$ cat src/rtl/mem_stream_pkg.sv
// Shared state encoding and default widths for the RAM stream reader.
// Latency: n/a (types and constants only).
// Backpressure: n/a.
package mem_stream_pkg;

    localparam int DEF_DATA_W = 8;
    localparam int DEF_ADDR_W = 7;

    typedef logic [1:0] state_t;

    localparam state_t S_IDLE   = 2'd0;
    localparam state_t S_STREAM = 2'd1;
    localparam state_t S_DONE   = 2'd2;

endpackage

$ cat src/rtl/stream_out_reg.sv
// One-entry valid/ready output register holding data plus an end-of-burst flag.
// Latency: a load appears on the outputs one clock later.
// Backpressure: contents hold while out_valid & !out_ready; accept without load empties it.
module stream_out_reg
    import mem_stream_pkg::*;
#(
    parameter int DATA_W = DEF_DATA_W
) (
    input  logic              clk,
    input  logic              rst,
    input  logic              load,
    input  logic              clear,
    input  logic [DATA_W-1:0] load_data,
    input  logic              load_last,
    output logic              empty,
    output logic              accept,
    output logic [DATA_W-1:0] out_data,
    output logic              out_valid,
    output logic              out_last,
    input  logic              out_ready
);

    logic [DATA_W-1:0] data_q, data_d;
    logic              valid_q, valid_d;
    logic              last_q, last_d;

    assign empty     = ~valid_q;
    assign accept    = valid_q & out_ready;
    assign out_data  = data_q;
    assign out_valid = valid_q;
    assign out_last  = last_q;

    // Next contents: clear wins over load, load wins over draining on accept.
    always_comb begin
        data_d  = data_q;
        valid_d = valid_q;
        last_d  = last_q;
        if (clear) begin
            valid_d = 1'b0;
            last_d  = 1'b0;
        end else if (load) begin
            data_d  = load_data;
            valid_d = 1'b1;
            last_d  = load_last;
        end else if (accept) begin
            valid_d = 1'b0;
        end
    end

    // Register state, cleared asynchronously.
    always_ff @(posedge clk or posedge rst) begin
        if (rst) begin
            data_q  <= '0;
            valid_q <= 1'b0;
            last_q  <= 1'b0;
        end else begin
            data_q  <= data_d;
            valid_q <= valid_d;
            last_q  <= last_d;
        end
    end

endmodule

$ cat src/rtl/mem_stream_reader.sv
// Walks a combinational RAM read port from base_addr for len words, emitting a valid/ready stream.
// Latency: start sampled at edge E0, first out_valid after E0+2, then one word per clock.
// Backpressure: stall holds data/last/pointer/count; abort in STREAM cancels with no done pulse.
module mem_stream_reader
    import mem_stream_pkg::*;
#(
    parameter int DATA_W = DEF_DATA_W,
    parameter int ADDR_W = DEF_ADDR_W
) (
    input  logic              clk,
    input  logic              rst,
    input  logic              start,
    input  logic              abort,
    input  logic [ADDR_W-1:0] base_addr,
    input  logic [ADDR_W:0]   len,
    output logic [ADDR_W-1:0] ram_addr,
    input  logic [DATA_W-1:0] ram_q,
    output logic [DATA_W-1:0] out_data,
    output logic              out_valid,
    input  logic              out_ready,
    output logic              out_last,
    output logic              busy,
    output logic              done
);

    // Largest burst the RAM can supply: its full depth.
    localparam logic [ADDR_W:0]   MAX_LEN = {1'b1, {ADDR_W{1'b0}}};
    localparam logic [ADDR_W-1:0] ONE_A   = {{(ADDR_W-1){1'b0}}, 1'b1};
    localparam logic [ADDR_W:0]   ONE_L   = {{ADDR_W{1'b0}}, 1'b1};

    state_t            state_q, state_d;
    logic [ADDR_W-1:0] rd_ptr_q, rd_ptr_d;
    logic [ADDR_W:0]   rem_q, rem_d;
    logic              primed_q, primed_d;
    logic              busy_q, busy_d;
    logic              done_q, done_d;

    logic reg_load, reg_clear, reg_empty, reg_accept;

    assign ram_addr = rd_ptr_q;
    assign busy     = busy_q;
    assign done     = done_q;

    stream_out_reg #(.DATA_W(DATA_W)) u_out (
        .clk       (clk),
        .rst       (rst),
        .load      (reg_load),
        .clear     (reg_clear),
        .load_data (ram_q),
        .load_last (rem_q == ONE_L),
        .empty     (reg_empty),
        .accept    (reg_accept),
        .out_data  (out_data),
        .out_valid (out_valid),
        .out_last  (out_last),
        .out_ready (out_ready)
    );

    // Burst sequencing: the first STREAM cycle only presents the freshly latched
    // address, so every capture sees an address that has been stable a full cycle.
    always_comb begin
        state_d   = state_q;
        rd_ptr_d  = rd_ptr_q;
        rem_d     = rem_q;
        primed_d  = primed_q;
        busy_d    = busy_q;
        done_d    = 1'b0;
        reg_load  = 1'b0;
        reg_clear = 1'b0;
        case (state_q)
            S_IDLE: begin
                if (start) begin
                    busy_d = 1'b1;
                    if (len == '0) begin
                        state_d = S_DONE;
                        done_d  = 1'b1;
                    end else begin
                        rd_ptr_d = base_addr;
                        rem_d    = (len > MAX_LEN) ? MAX_LEN : len;
                        primed_d = 1'b0;
                        state_d  = S_STREAM;
                    end
                end
            end
            S_STREAM: begin
                if (abort) begin
                    reg_clear = 1'b1;
                    busy_d    = 1'b0;
                    state_d   = S_IDLE;
                end else if (!primed_q) begin
                    primed_d = 1'b1;
                end else if (rem_q != '0) begin
                    if (reg_empty || reg_accept) begin
                        reg_load = 1'b1;
                        rd_ptr_d = rd_ptr_q + ONE_A;
                        rem_d    = rem_q - ONE_L;
                    end
                end else if (reg_accept) begin
                    reg_clear = 1'b1;
                    done_d    = 1'b1;
                    state_d   = S_DONE;
                end
            end
            S_DONE: begin
                busy_d  = 1'b0;
                state_d = S_IDLE;
            end
            default: begin
                busy_d  = 1'b0;
                state_d = S_IDLE;
            end
        endcase
    end

    // Sequencer state, cleared asynchronously.
    always_ff @(posedge clk or posedge rst) begin
        if (rst) begin
            state_q  <= S_IDLE;
            rd_ptr_q <= '0;
            rem_q    <= '0;
            primed_q <= 1'b0;
            busy_q   <= 1'b0;
            done_q   <= 1'b0;
        end else begin
            state_q  <= state_d;
            rd_ptr_q <= rd_ptr_d;
            rem_q    <= rem_d;
            primed_q <= primed_d;
            busy_q   <= busy_d;
            done_q   <= done_d;
        end
    end

endmodule
$ cat config.mk
export PLATFORM = sky130hd
export DESIGN_NAME = mem_stream_reader
export DESIGN_NICKNAME = d
export VERILOG_FILES = /design/src/rtl/mem_stream_pkg.sv /design/src/rtl/stream_out_reg.sv /design/src/rtl/mem_stream_reader.sv
export SDC_FILE = /design/constraint.sdc
export NUM_CORES = 1
export LEC_CHECK = 0
export ABC_AREA = 0
export BUFFER_PORTS_ARGS = -buffer_cell sky130_fd_sc_hd__buf_2
export CELL_PAD_IN_SITES_DETAIL_PLACEMENT = 0
export CELL_PAD_IN_SITES_GLOBAL_PLACEMENT = 1
export CORE_MARGIN = 8
export CORE_UTILIZATION = 41
export DETAILED_ROUTE_END_ITERATION = 8
export PLACE_DENSITY_LB_ADDON = 0.1
export SLEW_MARGIN = 40
export SYNTH_ARGS = -nofsm -noshare
export SYNTH_HDL_FRONTEND = slang
export SYNTH_SLANG_ARGS = --single-unit
$ cat constraint.sdc
create_clock -name clk -period 2.8 [get_ports clk]
set_input_delay 0.14 -clock clk [delete_from_list [all_inputs] [get_ports clk]]
set_output_delay 0.14 -clock clk [all_outputs]
set_load 0.02 [all_outputs]
## Word-level counts from Yosys, hierarchy flattened

Cells that the tools add are included.

| word-level totals | value |
|---|---|
| flip-flop bits (word level) | 30 |
| latch bits | 0 |
| memory bits (writable) | 0 |
| memory bits (read-only) | 0 |
| bits of input ports | 28 |
| output and inout port bits | 19 |
| word-level logic and storage cells | 87 |
| memories | 0 |

| cells by class | value |
|---|---|
| add/sub/neg operators | 2 |
| multiply operators | 0 |
| div/mod/pow operators | 0 |
| magnitude comparators | 1 |
| eq/ne operators | 12 |
| shifts and indexed selects | 0 |
| multiplexer cells | 48 |
| bitwise logic cells | 3 |
| reductions and logical operators | 12 |

Operators by type and width:

| operator | number |
|---|---|
| $mux 8 | 7 |
| $mux 7 | 6 |
| $mux 1 | 23 |
| $pmux 8 s2 | 1 |
| $ne 2x2->1 const B | 7 |
| $pmux 7 s2 | 1 |
| $mux 2 | 6 |
| $ne 3x3->1 const B | 3 |
| $eq 8x1->1 const B | 1 |
| $gt 8x8->1 const B | 1 |
| $logic_not 8->1 | 1 |
| $reduce_and 4->1 | 2 |
| $reduce_bool 8->1 | 1 |
| $sub 8x1->8 const B | 1 |
| $add 7x1->7 const B | 1 |
| $reduce_and 7->1 | 1 |
| $pmux 1 s2 | 3 |
| $pmux 2 s2 | 1 |
| $reduce_and 2->1 | 2 |
| $reduce_bool 2->1 | 2 |
| $reduce_bool 3->1 | 1 |
| $eq 2x1->1 const B | 1 |
| $logic_not 2->1 | 1 |
| $not 1->1 | 2 |
| other kinds (2) | 2 |

## Depth between registers and ports, before layout

Gate-level depths: netlist of run 1.

| depth | value |
|---|---|
| word-level depth | 9 |
| gate-level depth with buffers | 8 |
| depth with buffers taken out | 7 |

## Cells and area by module

Synthesis of run 1 repeated with hierarchy kept, for this count alone.

| unflattened totals | value |
|---|---|
| cell total of the unflattened synthesis | 184 |
| area total of the unflattened synthesis | 1747.9 sq um |

By module, submodules not included:

| module | times used | cells each | area each (sq um) | seq. area each (sq um) |
|---|---|---|---|---|
| mem_stream_reader | 1 | 156 | 1310.0 | 500.5 |
| stream_out_reg | 1 | 28 | 437.9 | 250.2 |

## Worst setup path before layout of run 1

OpenSTA, ideal clock, no wires.

| timing path | value |
|---|---|
| path type | reg2reg |
| from | reg state_q[1] |
| to | reg u_out.data_q[0] (netlist: u_out.out_data[0]) |
| arrival | 1.573 ns |
| required time | 2.672 ns |
| slack | 1.100 ns |
| cell stages (with the launch flop) | 8 |
| buffers on the path | 3 |
| path through | dfrtp_1 > buf_6 > nand2b_4 > buf_6 > nor3b_4 > and3_1 > buf_4 > mux2_1 |

| on the way | value |
|---|---|
| cells in the longest elaborated chain, start to end | 4 |
| elaborated cells between the ends (all ways) | 5 |
| those cells by class | eq/ne: 1; mux: 2; bitwise: 1; reduce/logical: 1 |

Ends and longest elaborated chain:

| item | line | RTL |
|---|---|---|
| start: declaration | mem_stream_reader.sv:31 | `state_t state_q, state_d;` |
| start signal: assignment | mem_stream_reader.sv:125 | `state_q <= state_d;` |
| $eq 2x1->1 * | mem_stream_reader.sv:70 | `case (state_q)` |
| $mux 1 | mem_stream_reader.sv:70 |  |
| $not 1->1 (no line) | -- |  |
| $reduce_and 2->1 (no line) * | -- |  |
| end signal: assignment | stream_out_reg.sv:57 | `data_q <= data_d;` |
| end: declaration | stream_out_reg.sv:23 | `logic [DATA_W-1:0] data_q, data_d;` |

Every way passes the cells marked *; elsewhere a longest branch is shown, timed or not.
A chain may end at the register's enable or synchronous reset.

## Final worst setup path of run 1

| timing path | value |
|---|---|
| from | reg state_q[1] |
| to | reg rem_q[4] |

| on the way | value |
|---|---|
| cells in the longest elaborated chain, start to end | 3 |
| elaborated cells between the ends (all ways) | 11 |
| those cells by class | eq/ne: 7; mux: 1; reduce/logical: 3 |

Ends and longest elaborated chain:

| item | line | RTL |
|---|---|---|
| $eq 2x1->1 / $logic_not 2->1 (equally long branches) | mem_stream_reader.sv:70 |  |
| $ne 2x2->1 (no line) / $reduce_bool 2->1 (equally long branches) | -- |  |
| $reduce_and 7->1 (no line) | -- |  |
| end signal: assignment | mem_stream_reader.sv:127 | `rem_q <= rem_d;` |
| end: declaration | mem_stream_reader.sv:33 | `logic [ADDR_W:0] rem_q, rem_d;` |

Several ways; a longest one is shown, not always the timed one.

==> flow_metrics.env, run 1 <==
export IMPL_status="complete, no violations"
export IMPL_regArea_um2=750.7
export IMPL_synth_most_common_cell="dfrtp_1"
export IMPL_die_h_um=80.54
export IMPL_drive_gt1_share_pct=27.90
export IMPL_hold_viol=0
export IMPL_max_slew_margin_pct=59.71
export IMPL_ys_flop_type="dfrtp_1"
export IMPL_cts_sinks=30
export IMPL_grt_pass1_vias=1562
export IMPL_clock_path_buffers=2
export IMPL_syn_inst=186
export IMPL_synth_cell_types=42
export IMPL_crit_chain="nand2b_4 -> nor3b_4 -> a32o_2 -> and2_1 -> a21oi_1"
export IMPL_n_antenna_cell=0
export IMPL_p_clk_share_pct=21.0
export IMPL_synth_nets=218
export IMPL_drv_slew=0
export IMPL_synth_top_cells_by_count="30 x dfrtp_1, 23 x nand2_1, 18 x a21oi_1, 13 x a31oi_1, 13 x o21ai_0"
export IMPL_antenna_found_initial=0
export IMPL_met2_length_mm=2.121
export IMPL_cp_max_fo=19
export IMPL_power_frac_seq_pct=39.2
export IMPL_post_drt_wl_per_cell_um=15.95
export IMPL_ys_warn_count=0
export IMPL_worstSetupStartpointType="register"
export IMPL_path_class="reg2reg"
export IMPL_dieArea_um2=6487
export IMPL_ys_seq_elements=30
export IMPL_tightest_slew_ns=0.5989
export IMPL_p_sw_uw=816.9
export IMPL_place_congestion=0.8591
export IMPL_numCtsBuffers=5
export IMPL_vias=1584
export IMPL_synthArstFlopShare_pct=100.0
export IMPL_synth_edf_count=0
export IMPL_cts_resized=0
export IMPL_wl_mm=4.513
export IMPL_cts_tree="built"
export IMPL_dr_pass1_iters=4
export IMPL_yosysSeqAreaShare_pct=43.96
export IMPL_p_per_area_nw_per_um2=965.9
export IMPL_setup_viol=0
export IMPL_p_leak_nw=0.9671
export IMPL_std_cell_rows=23
export IMPL_multi_input_area_um2=869.6
export IMPL_ir_drop_uv=475.3
export IMPL_die_w_um=80.54
export IMPL_viasPerCell=5.597
export IMPL_coreArea_um2=4000
export IMPL_syn_area_per_cell_um2=9.182
export IMPL_ctsHtreeMaxLevel=2
export IMPL_postCtsSetupBuffers=0
export IMPL_drt_iter0_drc=80
export IMPL_io_pins=47
export IMPL_whs_ns=0.08057
export IMPL_cp_required_ns=2.94
export IMPL_hold_path_class="in2reg"
export IMPL_nets=264
export IMPL_max_cap_violations=0
export IMPL_critPathSlowestCell="dfrtp_1"
export IMPL_clockRootBuffer="clkbuf_8"
export IMPL_finalSetupTns_ns=0
export IMPL_port_buffers=46
export IMPL_min_period_ns=2.113
export IMPL_fillers=399
export IMPL_start_util_pct=42.70
export IMPL_drc_errors=0
export IMPL_grt_usage_pct=14.77
export IMPL_switching_share_pct=40.94
export IMPL_clock_fmax_ghz=0.4733
export IMPL_combPwrFrac_pct=39.8
export IMPL_top_layer_used="met4"
export IMPL_netlist_area_leader_share_pct=43.96
export IMPL_grt_max_degree=31
export IMPL_rsz0062_at_grt="no"
export IMPL_endpoint_kind="register"
export IMPL_dr_wl_met3_um=385
export IMPL_fin_worst_skew_ns=0.008561
export IMPL_critPathMaxStageDelay_ns=0.46
export IMPL_cp_arrival_ns=2.26
export IMPL_cts_clk_slew_worst_paths_ns=0.07
export IMPL_wl_met1_mm=1.961
export IMPL_overflow=0
export IMPL_drtAntennaViolNets=0
export IMPL_clkLatencyLatePin_ns=0.28
export IMPL_hpwl_mm=3.317
export IMPL_grt_pass1_wl_mm=7.576
export IMPL_synth_area_leaders="dfrtp_1 44%, a21oi_1 5.3%, mux2_1 5.3%, nand2_1 5.1%, a31oi_1 4.8%"
export IMPL_power_internal_mw=1.178
export IMPL_fin_crit_sh_pct=75.46
export IMPL_synth_area_um2=1708
export IMPL_area_growth_pct=20.95
export IMPL_yosys_area_top_type="dfrtp_1"
metrics by stage:
step	util, %	setup WS, ns	area (um2)	power [mW]	cells
after floorplan	-	1.100	1708	1.313	186
after global placement	48.67	0.7742	1947	1.562	274
after detailed placement	48.67	0.7020	1947	1.582	274
after CTS	51.64	0.6997	2066	2.011	283
after global routing	51.64	0.5435	2066	2.150	283
final	51.64	0.6871	2066	1.995	283
flip-flops by register name (all words and copies together), names as in the netlist, 2 cells and up:
register        count
rem_q               8
state_q             2
ram_addr            7
u_out.out_data      8
worst max-delay path: cells and delay by family (launching register included):
kind               cells  cell delay, ns
AOI/OAI and AO/OA      2            0.53
DFF                    1            0.46
and+or+nand+nor        3            0.98
timing repair:
item / in CTS / in global routing
setup endpoints to repair: 0 / 0
hold buffers: 1 / 0
endpoints found under the hold margin: 30 / 0
cell type report:
| class | count | area share, % |
|---|---|---|
| clock inverters | 3 | 1.938 |
| inverters | 5 | 0.9085 |
| well taps | 50 | 3.028 |
| clock buffers | 5 | 3.331 |
| repair buffers | 49 | 12.36 |
| multi-input cells | 141 | 42.10 |
| flip-flops and latches | 30 | 36.34 |
layout by cell type, fill, tap and decap left out, types with 2 or more instances in the layout:
cell type	netlist	layout
nor3_1	2	2
nand3_1	5	5
nand4_1	2	2
nor4_1	3	3
o21ai_0	13	13
dfrtp_1	30	30
buf_2	1	46
nand2b_1	3	3
o21ai_1	5	5
a31oi_1	13	13
inv_1	5	5
clkinv_2	0	2
and3_1	4	4
o22ai_1	2	2
nand3_2	2	2
nand2_1	23	23
nor2b_1	3	3
buf_4	2	2
clkbuf_8	0	5
ha_1	4	4
mux2_1	8	8
nor2_1	12	12
a21oi_1	18	18
power by group through the flow:
stage	Sequential [mW]	Combinational (mW)	Clock, mW
global route	0.809	0.883	0.458
finish	0.782	0.794	0.419
detailed placement	0.784	0.798	0
floorplan	0.887	0.427	0
global placement	0.775	0.788	0
CTS	0.777	0.801	0.433
per-layer routing:
metal,track usage (%),vias up
li1,-,771
met2,23.90,52
met1,18.05,755
met3,5.246,6
met5,0,-
met4,3.818,0
logic make-up (layout without fill, tap and decap cells):
family	count (synthesis)	count (layout)	share of synthesized area, %
flip-flops	30	30	43.96
AND/OR/NAND/NOR	70	70	22.49
AO/OA/AOI/OAI	59	59	20.22
adder cells (fa/ha/maj)	4	4	2.931
buffers and inverters	15	62	5.127
multiplexers	8	8	5.275
path summary, 6_finish.rpt:
path                                   start  slack (ns)  cells past startpoint                end
max                               state_q[1]        0.69                      5           rem_q[4]
min                                 ram_q[3]        0.08                      2  u_out.out_data[3]
min in group asynchronous                rst        0.48                      4    u_out.out_valid
max in group asynchronous                rst        2.03                      4         state_q[1]
min reg2reg                u_out.out_data[3]        0.48                      1  u_out.out_data[3]
max reg2reg                       state_q[1]        0.69                      5           rem_q[4]
(Power assumes the default switching activity.)
==> inputs of run 2 (changes only) <==
Settings changed: ABC_AREA 0 to 1, CORE_UTILIZATION 41 to 37.
Clock period 2.8 ns to 2 ns, I/O delays scaled along.
==> flow_metrics.env, run 2 <==
export IMPL_status="complete, no violations"
export IMPL_path_class="reg2reg"
export IMPL_crit_reg2reg_launch="rem_q[0]"
export IMPL_worst_r2r_endpoint="rem_q[1]"
export IMPL_startpoint="rem_q[0]"
export IMPL_synth_most_common_cell="nand2_1"
export IMPL_antenna_found_initial=0
export IMPL_critPathBufInv=1
export IMPL_dr_pass1_iters=4
export IMPL_drive_gt1_share_pct=23.75
export IMPL_n_antenna_cell=0
export IMPL_post_drt_wl_per_cell_um=12.33
export IMPL_critPathMaxStageDelay_ns=0.38
export IMPL_coreArea_um2=4723
export IMPL_overflow=0
export IMPL_endpoint_kind="register"
export IMPL_grt_pass1_vias=1781
export IMPL_synth_top_cells_by_count="122 x nand2_1, 30 x dfrtp_1, 23 x nand3_1, 22 x inv_1, 18 x nor2_1"
export IMPL_synth_area_leaders="dfrtp_1 41%, nand2_1 25%, nand3_1 6.3%, inv_1 4.5%, nor2_1 3.7%"
export IMPL_fillers=503
export IMPL_finalSetupTns_ns=0
export IMPL_synth_compound_area_share_pct=5.495
export IMPL_drc_errors=0
export IMPL_cts_sinks=30
export IMPL_synth_cell_types=27
export IMPL_p_total_mw=3.737
export IMPL_synth_nets=297
export IMPL_whs_ns=0.04757
export IMPL_die_w_um=86.17
export IMPL_placed_area_um2=2138
export IMPL_p_per_area_nw_per_um2=1631
export IMPL_hold_path_class="in2reg"
export IMPL_clock_path_buffers=2
export IMPL_postLayoutCellArea_um2=2291
export IMPL_clock_fmax_ghz=0.6525
export IMPL_numCtsBuffers=5
export IMPL_worstSetupStartpointType="register"
export IMPL_tightest_slew_ns=0.4000
export IMPL_syn_area_per_cell_um2=6.875
export IMPL_nets=351
export IMPL_synthMuxAreaShare_pct=0
export IMPL_drt_iter0_drc=81
export IMPL_synthAdderAreaFrac_pct=2.747
export IMPL_io_pins=47
export IMPL_grt_pass1_wl_mm=8.369
export IMPL_ys_warn_count=0
export IMPL_viasPerCell=4.607
export IMPL_fin_worst_skew_ns=0.004287
export IMPL_synthSimpleGateAreaFrac_pct=43.20
export IMPL_place_congestion=0.7511
export IMPL_cp_depth=9
export IMPL_layout_commonest_cell="nand2_1"
export IMPL_synth_top_family_by_area="simple AND/OR/NAND/NOR gates"
export IMPL_cts_clk_slew_worst_paths_ns=0.07
export IMPL_fin_crit_sh_pct=76.63
export IMPL_max_slew_margin_pct=73.34
export IMPL_synthArstFlopShare_pct=100.0
export IMPL_ctsHtreeMaxLevel=2
export IMPL_synth_edf_count=0
export IMPL_yosys_area_top_type="dfrtp_1"
export IMPL_final_cell_mix="122 x nand2_1, 46 x buf_2, 30 x dfrtp_1, 23 x nand3_1, 22 x inv_1"
export IMPL_drtAntennaViolNets=0
export IMPL_synth_area_um2=1822
export IMPL_ys_seq_elements=30
export IMPL_r2r_setup_slack_ns=0.47
export IMPL_die_h_um=86.17
export IMPL_port_buffers=46
export IMPL_grt_usage_pct=14.10
export IMPL_max_cap_violations=0
export IMPL_r2r_cells=9
export IMPL_vias=1783
export IMPL_critPathSlowestCell="dfrtp_1"
export IMPL_grt_max_degree=31
export IMPL_hold_depth=2
export IMPL_std_cell_rows=25
export IMPL_setup_viol=0
export IMPL_path_delay_family="simple AND/OR/NAND/NOR gates"
export IMPL_synth_xor_area_share_pct=0.4808
export IMPL_drv_slew=0
export IMPL_p_leak_nw=1.319
export IMPL_hpwl_mm=3.539
export IMPL_dieArea_um2=7425
export IMPL_syn_inst=265
export IMPL_critPathCapture="rem_q[1]"
export IMPL_start_util_pct=38.57
export IMPL_cp_arrival_ns=1.76
export IMPL_cp_max_fo=15
export IMPL_cts_tree="built"
export IMPL_yosysSeqAreaShare_pct=41.21
export IMPL_wl_mm=4.770
export IMPL_clockRootBuffer="clkbuf_8"
export IMPL_ir_drop_uv=854.2
export IMPL_fin_ws_ns=0.4675
export IMPL_ys_flop_type="dfrtp_1"
export IMPL_crit_chain="inv_1 -> ha_1 -> nand2_1 -> nor2_4 -> nand2_2 -> nand2_1 -> nor2_4 -> nand2_1 -> nand2_1"
export IMPL_clkLatencyLatePin_ns=0.28
export IMPL_cp_required_ns=2.22
export IMPL_area_growth_pct=25.76
export IMPL_cpMostUsedCell="nand2_1"
export IMPL_pre_cts_ws_ns=0.4573
export IMPL_min_period_ns=1.533
export IMPL_hold_viol=0
export IMPL_netlist_area_leader_share_pct=41.21
export IMPL_rsz0062_at_grt="no"
-- run 2: what timing repair did --
| action | in CTS | in global routing |
|---|---|---|
| setup buffers | 0 | 0 |
| gates resized for setup | 0 | 0 |
| hold buffers | 1 | 0 |
| hold endpoints to repair | 30 | 0 |
-- run 2: cell type report --
cell class                      count  area [um2]  share of cell area, %
Clock buffer                        6       82.58                  3.605
Clock inverter                      2       60.06                  2.622
Sequential cell                    30       750.7                  32.77
Inverter                           26       97.59                  4.260
Tap cell                           67       83.83                  3.659
Multi-Input combinational cell    205       945.9                  41.29
Timing Repair Buffer               51       270.3                  11.80
-- run 2: through the flow --
| step | util, % | instances |
|---|---|---|
| after floorplan | - | 265 |
| after global placement | 45.27 | 378 |
| after detailed placement | 45.27 | 378 |
| after CTS | 48.50 | 387 |
| after global routing | 48.50 | 387 |
| final | 48.50 | 387 |
-- run 2: where the power goes --
part	switching (mW)	internal, mW
clock network	0.239	0.531
registers	0.252	0.867
logic	1.22	0.625
total	1.71	2.02
-- run 2: how the worst min path moves through the flow --
stage / from / slack [ns] / endpoint
final: abort / 0.05 / done
after detailed placement: rst / 0.21 / u_out.out_data[6]
after floorplan: rst / 0.19 / busy
after global routing: abort / 0.03 / done
after global placement: rst / 0.21 / u_out.out_data[6]
after CTS: abort / 0.04 / done
-- run 2: logic make-up after synthesis --
family / after synthesis
flip-flops: 30
AO/OA/AOI/OAI: 17
XOR/XNOR: 1
AND/OR/NAND/NOR: 183
buffers and inverters: 30
adder cells (fa/ha/maj): 4
-- run 2: routing by layer --
| metal | share of wire [%] | up-vias | global-route usage [%] |
|---|---|---|---|
| met1 | 47 | 811 | 17.19 |
| met2 | 47 | 35 | 22.88 |
| met3 | 6.3 | 2 | 4.537 |
| met4 | 0.48 | 0 | 4.695 |
| met5 | 0 | - | 0 |
| li1 | - | 935 | - |
==> inputs of run 3 (changes only) <==
Settings changed: CORE_UTILIZATION 37 to 33.
Clock period 2 ns to 1.25 ns, I/O delays scaled along.
==> flow_metrics.env, run 3 (synthesis gave the netlist of run 2 again) <==
export IMPL_p_per_area_nw_per_um2=2466
export IMPL_port_buffers=46
export IMPL_die_h_um=90.30
export IMPL_placedCellCount=419
export IMPL_cp_required_ns=1.42
export IMPL_drc_errors=0
export IMPL_post_drt_wl_per_cell_um=11.88
export IMPL_grt_max_degree=31
export IMPL_antenna_found_initial=0
export IMPL_power_frac_seq_pct=25.3
export IMPL_place_congestion=0.7653
export IMPL_grt_usage_pct=13.47
export IMPL_finalSetupTns_ns=-4.153
export IMPL_tightest_slew_ns=0.4041
export IMPL_clock_path_buffers=2
export IMPL_layout_commonest_cell="nand2_1"
export IMPL_drive_gt1_share_pct=42.55
export IMPL_clock_fmax_ghz=0.7015
export IMPL_area_growth_pct=54.95
export IMPL_switching_share_pct=45.12
export IMPL_path_class="reg2reg"
export IMPL_ctsHtreeMaxLevel=2
export IMPL_max_cap_violations=0
export IMPL_min_period_ns=1.426
export IMPL_viasPerCell=4.476
export IMPL_io_pins=47
export IMPL_fin_ws_ns=-0.1756
export IMPL_max_slew_margin_pct=73.06
export IMPL_hold_path_class="in2reg"
export IMPL_startpoint="rem_q[0]"
export IMPL_die_w_um=90.30
export IMPL_vias=1974
export IMPL_fin_crit_sh_pct=114.0
export IMPL_combPwrFrac_pct=62.9
export IMPL_grt_pass1_vias=2012
export IMPL_crit_reg2reg_launch="rem_q[0]"
export IMPL_cp_max_fo=15
export IMPL_hold_depth=3
export IMPL_power_internal_mw=3.820
export IMPL_p_leak_nw=1.562
export IMPL_final_cell_mix="109 x nand2_1, 46 x buf_2, 44 x buf_4, 26 x dfrtp_1, 18 x inv_1"
export IMPL_drt_iter0_drc=70
export IMPL_status="finished with violations"
export IMPL_p_sw_mw=3.141
export IMPL_cts_clk_slew_worst_paths_ns=0.07
export IMPL_setup_viol=28
export IMPL_grt_pass1_wl_mm=9.177
export IMPL_clockRootBuffer="clkbuf_8"
export IMPL_dieArea_um2=8154
export IMPL_cts_tree="built"
export IMPL_clkLatencyLatePin_ns=0.28
export IMPL_dr_pass1_iters=4
export IMPL_cts_sinks=30
export IMPL_drv_slew=0
export IMPL_wl_mm=5.238
export IMPL_violations="negative setup slack"
export IMPL_p_clk_share_pct=11.8
export IMPL_rsz0062_at_grt="yes"
export IMPL_hold_viol=0
export IMPL_drtAntennaViolNets=0
export IMPL_numCtsBuffers=5
export IMPL_min_from="ram_q[2]"
export IMPL_coreArea_um2=5405
export IMPL_pre_cts_ws_ns=-0.2487
export IMPL_ir_drop_uv=1088
export IMPL_start_util_pct=33.70
export IMPL_cp_arrival_ns=1.60
export IMPL_n_antenna_cell=0
export IMPL_r2r_cells=10
export IMPL_endpoint_kind="register"
export IMPL_worstSetupStartpointType="register"
export IMPL_overflow=0
export IMPL_stdcell_count=441
export IMPL_std_cell_rows=27
export IMPL_hpwl_mm=3.888
export IMPL_nets=400
export IMPL_fin_worst_skew_ns=0.006936
[run 3: area by class of cell]
| cell class | instances | area [um2] |
|---|---|---|
| tap | 72 | 90.09 |
| sequential | 30 | 755.7 |
| timing repair buffer | 100 | 684.4 |
| clock buffer | 6 | 82.58 |
| clock inverter | 2 | 12.51 |
| fill | 551 | 2582 |
| inverter | 26 | 97.59 |
| multi-input combinational | 205 | 1100 |
[run 3: repair_timing]
item | 4_1_cts | 5_1_grt
endpoints found under the hold margin | 34 | 0
resized for setup | 22 | 12
setup buffers | 4 | 5
endpoints found under the setup margin | 29 | 30
hold buffers | 5 | 0
pin swaps | 19 | 6
[run 3: critical path, cell delays in order, from the launching register on]
cell,delay (ns)
dfrtp_1,0.39
inv_2,0.09
ha_4,0.14
nand2_4,0.05
nor2_4,0.18
nand2_2,0.09
nand2_2,0.08
nor2_4,0.04
buf_12,0.14
nand2_1,0.06
nand2_1,0.04
[run 3: final timing paths]
kind / end / slack, ns
max in group asynchronous: ram_addr[1] / 0.53
setup reg to reg: rem_q[7] / -0.18
hold reg to reg: u_out.out_data[2] / 0.48
min in group asynchronous: u_out.out_data[5] / 0.40
hold / removal: u_out.out_data[2] / 0.01
setup / recovery: rem_q[7] / -0.18
[run 3: metrics by stage]
stage | utilization (%) | total power [mW] | instance area (um2) | hold WS (ns)
after floorplan | - | 4.126 | 1872 | 0.1531
after global routing | 52.22 | 7.657 | 2823 | 0.01909
final | 52.22 | 6.960 | 2823 | 0.01046
after detailed placement | 45.76 | 5.691 | 2474 | 0.1721
after global placement | 45.76 | 5.645 | 2474 | 0.1672
after CTS | 50.81 | 6.881 | 2746 | 0.00006403
[run 3: power groups by stage]
stage          clock network, mW  registers (mW)  logic [mW]
5_1_grt                    0.901            1.82        4.93
2_1_floorplan                  0            2.07        2.05
3_3_place_gp                   0            1.75        3.90
3_5_place_dp                   0            1.74        3.95
4_1_cts                    0.862            1.75        4.27
6_report                   0.823            1.76        4.38
[run 3: per-layer routing]
layer	up-vias	wire (um)	track usage [%]	share of wire [%]
li1	1036	-	-	-
met2	29	2473	22.09	47
met4	0	42	2.913	0.80
met3	4	237	4.489	4.5
met5	-	0	0	0
met1	905	2484	16.69	47
